$ cat config.mk
export PLATFORM = sky130hd
export DESIGN_NAME = core_wb_bridge
export DESIGN_NICKNAME = d
export VERILOG_FILES = /design/src/rtl/core_wb_bridge.sv
export SDC_FILE = /design/constraint.sdc
export NUM_CORES = 1
export LEC_CHECK = 0
export CAP_MARGIN = 10
export CORE_UTILIZATION = 42
export CTS_BUF_LIST = sky130_fd_sc_hd__clkbuf_4
export CTS_CLUSTER_SIZE = 40
export DETAILED_ROUTE_END_ITERATION = 16
export PLACE_DENSITY = 0.82
export SLEW_MARGIN = 30
export SYNTH_ARGS = -nofsm -noshare
export SYNTH_HDL_FRONTEND = slang
export SYNTH_SLANG_ARGS = --single-unit
$ cat constraint.sdc
create_clock -name clk -period 3.9 [get_ports clk]
set_input_delay 0.585 -clock clk [delete_from_list [all_inputs] [get_ports clk]]
set_output_delay 0.585 -clock clk [all_outputs]
set_load 0.02 [all_outputs]
$ cat src/rtl/core_wb_bridge.sv
// rtl/core_wb_bridge.sv - core memory port to single-outstanding Wishbone-classic master bridge
//
// Turns the core's handshake-free memory port into one Wishbone-classic access at a time.
// The core is held by core_stall_o until the access ends. A timeout bounds every access,
// so a slave that never acks cannot hang the core.
//
// Ports:
//   clk, reset                     clock, asynchronous active-high reset
//   core_req_i/addr/wdata/we/wstrb core access request
//   core_rdata_o                   load data, updated only when a read completes
//   core_stall_o                   core must hold while high (combinational)
//   core_done_o                    one-cycle pulse, access finished
//   wb_cyc_o/stb/we/sel/addr/data  Wishbone master outputs (registered)
//   wb_data_i/ack_i/err_i          Wishbone slave response
//   err_o                          sticky error/timeout flag
module core_wb_bridge #(
    parameter int ADDR_WIDTH     = 32,
    parameter int DATA_WIDTH     = 32,
    parameter int TIMEOUT_CYCLES = 1024,
    parameter logic [DATA_WIDTH-1:0] ERR_DATA = 32'hDEAD_BEEF
) (
    input  logic                    clk,
    input  logic                    reset,
    input  logic                    core_req_i,
    input  logic [ADDR_WIDTH-1:0]   core_addr_i,
    input  logic [DATA_WIDTH-1:0]   core_wdata_i,
    input  logic                    core_we_i,
    input  logic [DATA_WIDTH/8-1:0] core_wstrb_i,
    output logic [DATA_WIDTH-1:0]   core_rdata_o,
    output logic                    core_stall_o,
    output logic                    core_done_o,
    output logic                    wb_cyc_o,
    output logic                    wb_stb_o,
    output logic                    wb_we_o,
    output logic [DATA_WIDTH/8-1:0] wb_sel_o,
    output logic [ADDR_WIDTH-1:0]   wb_addr_o,
    output logic [DATA_WIDTH-1:0]   wb_data_o,
    input  logic [DATA_WIDTH-1:0]   wb_data_i,
    input  logic                    wb_ack_i,
    input  logic                    wb_err_i,
    output logic                    err_o
);

    localparam int SEL_W = DATA_WIDTH / 8;
    // A zero-width counter is illegal, so a disabled timeout still keeps one bit.
    localparam int CNT_W = (TIMEOUT_CYCLES > 0) ? $clog2(TIMEOUT_CYCLES + 1) : 1;
    localparam logic [CNT_W-1:0] CNT_LAST =
        (TIMEOUT_CYCLES > 0) ? CNT_W'(TIMEOUT_CYCLES - 1) : '0;

    typedef enum logic [1:0] {
        S_IDLE = 2'd0,
        S_BUS  = 2'd1,
        S_DONE = 2'd2
    } state_t;

    state_t           state;
    state_t           state_nxt;
    logic [CNT_W-1:0] cnt;
    logic             timeout_hit;

    assign timeout_hit = (TIMEOUT_CYCLES != 0) && (cnt == CNT_LAST);
    assign wb_stb_o    = wb_cyc_o;

    // State register
    always_ff @(posedge clk or posedge reset) begin
        if (reset) begin
            state <= S_IDLE;
        end else begin
            state <= state_nxt;
        end
    end

    // Next-state logic; ack, err and timeout all finish the access
    always_comb begin
        state_nxt = state;
        case (state)
            S_IDLE: if (core_req_i) state_nxt = S_BUS;
            S_BUS:  if (wb_ack_i || wb_err_i || timeout_hit) state_nxt = S_DONE;
            S_DONE: state_nxt = S_IDLE;
            default: state_nxt = S_IDLE;
        endcase
    end

    // Core-facing outputs decoded from state
    always_comb begin
        core_stall_o = 1'b0;
        core_done_o  = 1'b0;
        case (state)
            S_IDLE:  core_stall_o = core_req_i;
            S_BUS:   core_stall_o = 1'b1;
            S_DONE:  core_done_o  = 1'b1;
            default: ;
        endcase
    end

    // Bus outputs, timeout counter, read data and sticky error
    always_ff @(posedge clk or posedge reset) begin
        if (reset) begin
            wb_cyc_o     <= 1'b0;
            wb_we_o      <= 1'b0;
            wb_sel_o     <= '0;
            wb_addr_o    <= '0;
            wb_data_o    <= '0;
            core_rdata_o <= '0;
            err_o        <= 1'b0;
            cnt          <= '0;
        end else begin
            case (state)
                S_IDLE: begin
                    if (core_req_i) begin
                        wb_cyc_o  <= 1'b1;
                        wb_we_o   <= core_we_i;
                        wb_sel_o  <= core_we_i ? core_wstrb_i : {SEL_W{1'b1}};
                        wb_addr_o <= core_addr_i;
                        wb_data_o <= core_wdata_i;
                        cnt       <= '0;
                    end
                end
                S_BUS: begin
                    if (wb_ack_i) begin
                        if (!wb_we_o) core_rdata_o <= wb_data_i;
                        wb_cyc_o <= 1'b0;
                        wb_we_o  <= 1'b0;
                    end else if (wb_err_i || timeout_hit) begin
                        if (!wb_we_o) core_rdata_o <= ERR_DATA;
                        err_o    <= 1'b1;
                        wb_cyc_o <= 1'b0;
                        wb_we_o  <= 1'b0;
                    end else if (cnt != {CNT_W{1'b1}}) begin
                        // Saturate rather than wrap when the timeout is disabled
                        cnt <= cnt + CNT_W'(1);
                    end
                end
                default: ;
            endcase
        end
    end

endmodule

==> results.md, run 1 <==
* Post-CTS setup buffer count at 0
* Num rows at 37
* Fmax at 405 MHz
* Number of flops mapped to enable cells by yosys at 0
* DR vias at 3510
* Final hold viol count at 0
* CP startpoint kind: input port
* Worst Tran Pin Value at 0.870 ns
* Synth-to-Final Area Change at 55.0%
* Number of fill cells at approximately 790
* Top cell type's share of synthesized area at 0.638
* CTS max path bufs at 2
* # diodes at 0
* Status: finished clean
* Syn avg cell area at 14.3 sq um
* Asr flop ratio synth at 1.00
* Post-Syn Area at 0.00455 sq mm
* Congestion Overflow GR at 0
* Area of the multi-input gates at between 0.0015 and 0.002 sq mm
* Top cells by area, synth: dfrtp_1 64%, mux2_2 16%, o22a_1 4.6%
* Register area at 0.00290 sq mm
* Placed inst area at 0.00679 sq mm
* Post-route cell area at 0.00705 sq mm
* Initial antenna violation count at 0
* Largest net degree at the start of global routing at just under 70
* Chip height at 106 um
* Worst Path Required at 3.31 ns
* Clk sinks at roughly 120
* Worst slack at placement at 1.38 ns
* Top-level I/O count at 212
* Unrepaired setup endpoints after global routing: false
* WL per Instance at 16.8 um
* CTS buffer count at 17
* Syn. warnings at 0
* PortBufs at 211
* Iteration-0 DRC Markers at a little under 100
* Root Buffer: clkbuf_4
* Final HPWL DP at 8.48 mm
* Clk_skew at roughly 0.019 ns
* Synth Register Bits at approximately 120
* Final Non-Filler Cells at 682
* Crit-path max FO at 3
* GP Congestion at 0.803
* Final WL at 11.5 mm
* Critical Path Sink Type: output pin
* Synth unique cells at 40
* Final setup TNS at 0 ns
* Post-layout min period at ~2.5 ns
* Max-cap violations at 0
* Worst-skew pair later-pin latency at 0.47 ns
* Post-synth net total at 426
* Crit share post-route at 0.634
* DRC errors left at 0
* Hold-fix buffers, CTS at 0
* CTS clk-pin slew, worst paths at about 0.1 ns
* Die ar. at 0.0113 sq mm
* Synth Flop Type: dfrtp_1
* Worst-case hold slack at 0.495 ns
* Max IR drop VDD at 316 uV
* Initial Util at 0.437
* Seq/Total Area, Yosys at 0.638
* Vias/cell at about 5.1
* First-pass GRT wire length at roughly 18 mm
* CTS tree: done
* P per Cell Area at 682 mW/mm^2
* Vias in the first global route at 3746
* Die W at 106 um
* H-tree Lvls at 4
* Hold WC Path Type: reg2reg
* Core area at 0.0104 sq mm
* Final setup margin at 1.43 ns
* Drt first pass iters at 6
* Cell count after synthesis at 319
* Final ANT Viol Nets at 0
* Setup-failing EPs final at 0
* Synth area leader: dfrtp_1
* Layout cells sized above 1 at 0.194
* Leak at 2.86 nW
* Nets@finish at 642
* Rel. slew slack at 0.418
* Final Max Slew Viols at 0
* Resized Gates After CTS at 0
* Critical path class: in2out
* Placed cells at 652
* All-Layer GR Usage at 0.212
* Worst Path Arrival at 1.89 ns
[cell usage in the layout (no fill, tap or decap), types with 4 or more instances in the layout]
| cell type | netlist | final |
|---|---|---|
| o22a_1 | 24 | 24 |
| clkbuf_4 | 0 | 20 |
| nand2_1 | 7 | 7 |
| a22o_1 | 8 | 8 |
| a31oi_1 | 8 | 8 |
| dfrtp_1 | 116 | 116 |
| a21oi_1 | 7 | 7 |
| clkdlybuf4s50_1 | 0 | 211 |
| nor2_1 | 13 | 13 |
| mux2_2 | 65 | 65 |
| inv_1 | 9 | 8 |
| nand3_1 | 4 | 4 |
[flip-flops by register name, indices dropped and copies added (netlist names)]
name	flops
cnt	11
core_rdata_o	32
err_o	1
state	2
wb_addr_o	32
wb_cyc_o	1
wb_data_o	32
wb_sel_o	4
wb_we_o	1
[per-layer routing]
layer / share of wire / vias up / GRT usage / wire length [um]
li1: - / 1612 / - / -
met4: 0.013 / 0 / 0.0754 / 148
met3: 0.091 / 15 / 0.0809 / 1050
met5: 0 / - / 0 / 0
met2: 0.49 / 180 / 0.360 / 5680
met1: 0.40 / 1703 / 0.243 / 4610
[cell usage after synthesis, drive strengths merged, types with 3 or more instances]
cell / number
o22a: 24
o21a: 3
a21oi: 7
nand2b: 3
a31oi: 9
inv: 9
clkbuf: 7
mux2: 65
nand4: 3
a22o: 8
nand2: 7
buf: 10
dfrtp: 116
nand3: 4
nor2: 14
nor3: 4
o21ai: 3
[area by class of cell]
type	instances	area share
clock buffer	20	0.0213
clock inverter	10	0.0158
inverter	9	0.00515
multi-input combinational	177	0.218
sequential	116	0.412
tap	136	0.0241
timing repair buffer	214	0.304
[where the power goes]
group / switching, mW / internal (mW)
Sequential: 0.246 / 1.62
Clock: 0.426 / 0.392
Combinational: 0.992 / 1.13
[worst max-delay path: stages]
cell and delay [ns]:
clkdlybuf4s50_1 0.50, nor2_1 0.07, nor2_1 0.10, clkdlybuf4s50_1 0.63
[logic make-up (layout without fill, tap and decap cells)]
family,after synthesis,count (layout),share of synthesized area
AO/OA/AOI/OAI,63,63,0.111
flip-flops,116,116,0.638
AND/OR/NAND/NOR,48,48,0.0611
multiplexers,65,65,0.161
buffers and inverters,26,253,0.0261
adder cells (fa/ha/maj),1,1,0.00275
[per-stage QoR]
step / util / total power [mW]
floorplan: - / 2.93
global placement: 0.652 / 3.96
detailed placement: 0.652 / 4.04
CTS: 0.677 / 4.87
global route: 0.677 / 5.06
finish: 0.677 / 4.81
[path summary, 6_finish.rpt]
check,from,cells after the start,end,slack [ns]
max,core_req_i,4,core_stall_o,1.43
min,core_rdata_o[21]$_DFFE_PP0P_,1,core_rdata_o[21]$_DFFE_PP0P_,0.50
max reg2reg,cnt[0]$_DFFE_PP0P_,5,core_rdata_o[23]$_DFFE_PP0P_,1.58
min reg2reg,core_rdata_o[21]$_DFFE_PP0P_,1,core_rdata_o[21]$_DFFE_PP0P_,0.50
max in group asynchronous,reset,3,wb_we_o$_DFFE_PP0P_,2.49
min in group asynchronous,reset,2,wb_data_o[10]$_DFFE_PP0P_,0.64
Power figures use the tool's default switching activity.
==> run 2: changes to the inputs <==
==> constraint.sdc (replaced) <==
create_clock -name clk -period 2.6 [get_ports clk]
set_input_delay 0.39 -clock clk [delete_from_list [all_inputs] [get_ports clk]]
set_output_delay 0.39 -clock clk [all_outputs]
set_load 0.02 [all_outputs]
==> results.md, run 2 (synthesis gave the netlist of run 1 again) <==
* Status: finished clean
* Num rows at 37 (unchanged)
* PortBufs at 211 (unchanged)
* WL per Instance at 17.0 um (+0.89%)
* Core area at 0.0104 sq mm (unchanged)
* Chip height at 106 um (unchanged)
* Crit share post-route at 0.881
* # diodes at 0 (unchanged)
* Placed cells at 654 (+0.31%)
* Critical path cell sequence: ha_1 > and4_1 > a41oi_1 > nor3_4 > o22a_1
* Synth-to-Final Area Change at 56.5%
* CTS clk-pin slew, worst paths at 0.12 ns (+0.02 ns)
* Initial Util at 0.437 (unchanged)
* GP Congestion at 0.861 (+7.1%)
* Setup-failing EPs final at 0 (unchanged)
* Final setup TNS at 0 ns (unchanged)
* R2R setup slack at 0.31 ns (-1.27 ns)
* Critical path class: reg2reg
* First-pass GRT wire length at 18.6 mm (+1.2%)
* Post-layout min period at between 2 and 2.5 ns
* Iteration-0 DRC Markers at 132 (+36%)
* Unrepaired setup endpoints after global routing: false
* Vias in the first global route at 3799 (+1.4%)
* Initial antenna violation count at 0 (unchanged)
* Hold-fix buffers, CTS at 0 (unchanged)
* Fmax at 437 MHz
* Largest net degree at the start of global routing at 66 (-2.9%)
* Die W at 106 um (unchanged)
* Vias/cell at 5.16 (+0.29%)
* CTS tree: done
* Worst Path Required at 3.04 ns (-0.27 ns)
* Worst Tran Pin Value at 0.847 ns (-0.0232 ns)
* Max IR drop VDD at 576 uV (+82%)
* Final WL at 11.7 mm (+1.5%)
* WP buf/inv at 0 (-2)
* CTS max path bufs at 2 (unchanged)
* Post-CTS setup buffer count at 0 (unchanged)
* Clk_skew at 0.0151 ns (-0.00357 ns)
* Final ANT Viol Nets at 0 (unchanged)
* Final HPWL DP at 8.67 mm (+2.3%)
* Final Non-Filler Cells at 686 (+0.59%)
* Drt first pass iters at 4 (-2)
* H-tree Lvls at 4 (unchanged)
* All-Layer GR Usage at 0.216 (+0.00480)
* DR vias at 3541 (+0.88%)
* Clk sinks at 116 (unchanged)
* CP startpoint kind: flip-flop
* Final Max Slew Viols at 0 (unchanged)
* Die ar. at 0.0113 sq mm (unchanged)
* DRC errors left at 0 (unchanged)
* Critical path's top delay family: simple AND/OR/NAND/NOR gates
* Critical Path Sink Type: flip-flop
* Layout cells sized above 1 at 0.200 (+0.00586)
* Rel. slew slack at 0.434 (+0.0155)
* Root Buffer: clkbuf_4
* Worst Path Arrival at 2.73 ns (+0.84 ns)
* Worst path max stage delay at 0.73 ns (+0.10 ns)
* Leak at 2.87 nW (+0.33%)
* Slowest cell on crit path: nor3_4
* Crit-path max FO at 24 (+21)
* Top-level I/O count at 212 (unchanged)
* CTS buffer count at 17 (unchanged)
* Most common cell after layout, fill and taps aside: clkdlybuf4s50_1
* Biggest regs: core_rdata_o x32, wb_addr_o x32, wb_data_o x32
* Congestion Overflow GR at 0 (unchanged)
* Final hold viol count at 0 (unchanged)
* Worst-skew pair later-pin latency at 0.51 ns (+0.04 ns)
* Most frequent cells in the layout: 211 x clkdlybuf4s50_1, 116 x dfrtp_1, 65 x mux2_2
* Hold WC Path Type: in2async
* Max-cap violations at 0 (unchanged)
* Resized Gates After CTS at 0 (unchanged)
* Nets@finish at 644 (+0.31%)
* P per Cell Area at 1030 mW/mm^2 (+50%)
run 2: metrics by stage:
step | power (mW) | cell area (sq um) | hold WS [ns] | setup WS (ns) | util
finish | 7.30 | 7120 | 0.303 | 0.310 | 0.683
global placement | 5.96 | 6830 | 0.469 | 0.342 | 0.656
global route | 7.68 | 7120 | 0.340 | 0.124 | 0.683
detailed placement | 6.06 | 6830 | 0.476 | 0.282 | 0.656
floorplan | 4.39 | 4550 | 0.486 | 0.797 | -
CTS | 7.39 | 7120 | 0.290 | 0.291 | 0.683
run 2: metal layers:
metal  up-vias  share of wire  GRT usage
met2       181           0.51      0.368
met1      1731           0.38      0.246
met5         -              0          0
met4         0          0.018     0.0804
li1       1612              -          -
met3        17          0.093     0.0852
run 2: worst paths after layout:
check                                                 start                      endpoint  cells after the start
worst min-delay path                                  reset     wb_addr_o[29]$_DFFE_PP0P_                      2
max in group asynchronous                             reset     wb_data_o[15]$_DFFE_PP0P_                      3
worst max register to register           cnt[0]$_DFFE_PP0P_  core_rdata_o[11]$_DFFE_PP0P_                      5
worst max-delay path                     cnt[0]$_DFFE_PP0P_  core_rdata_o[11]$_DFFE_PP0P_                      5
worst min register to register  core_rdata_o[3]$_DFFE_PP0P_   core_rdata_o[3]$_DFFE_PP0P_                      1
min in group clk                            core_wstrb_i[2]       wb_sel_o[2]$_DFFE_PP0P_                      3
run 2: cell type report:
type | instances | area, sq um
Clock buffer | 17 | 128
Clock inverter | 15 | 159
Fill cell | 776 | 3300
Inverter | 9 | 37.5
Multi-Input combinational cell | 177 | 1530
Sequential cell | 116 | 2900
Tap cell | 136 | 170
Timing Repair Buffer | 216 | 2190
run 2: worst reg2reg max path, delay by kind of cell (launching register included):
kind | cells | cell delay [ns]
AND/OR/NAND/NOR | 2 | 1.04
AO/OA/AOI/OAI | 2 | 0.55
adder cells (fa/ha/maj) | 1 | 0.23
flip-flops | 1 | 0.42
run 2: where the power goes:
group	total, mW	leakage (nW)	internal, mW	switching [mW]
logic	3.20	1.38	1.71	1.49
clock network	1.30	0.138	0.573	0.732
registers	2.79	1.35	2.43	0.368
total	7.30	2.87	4.71	2.59
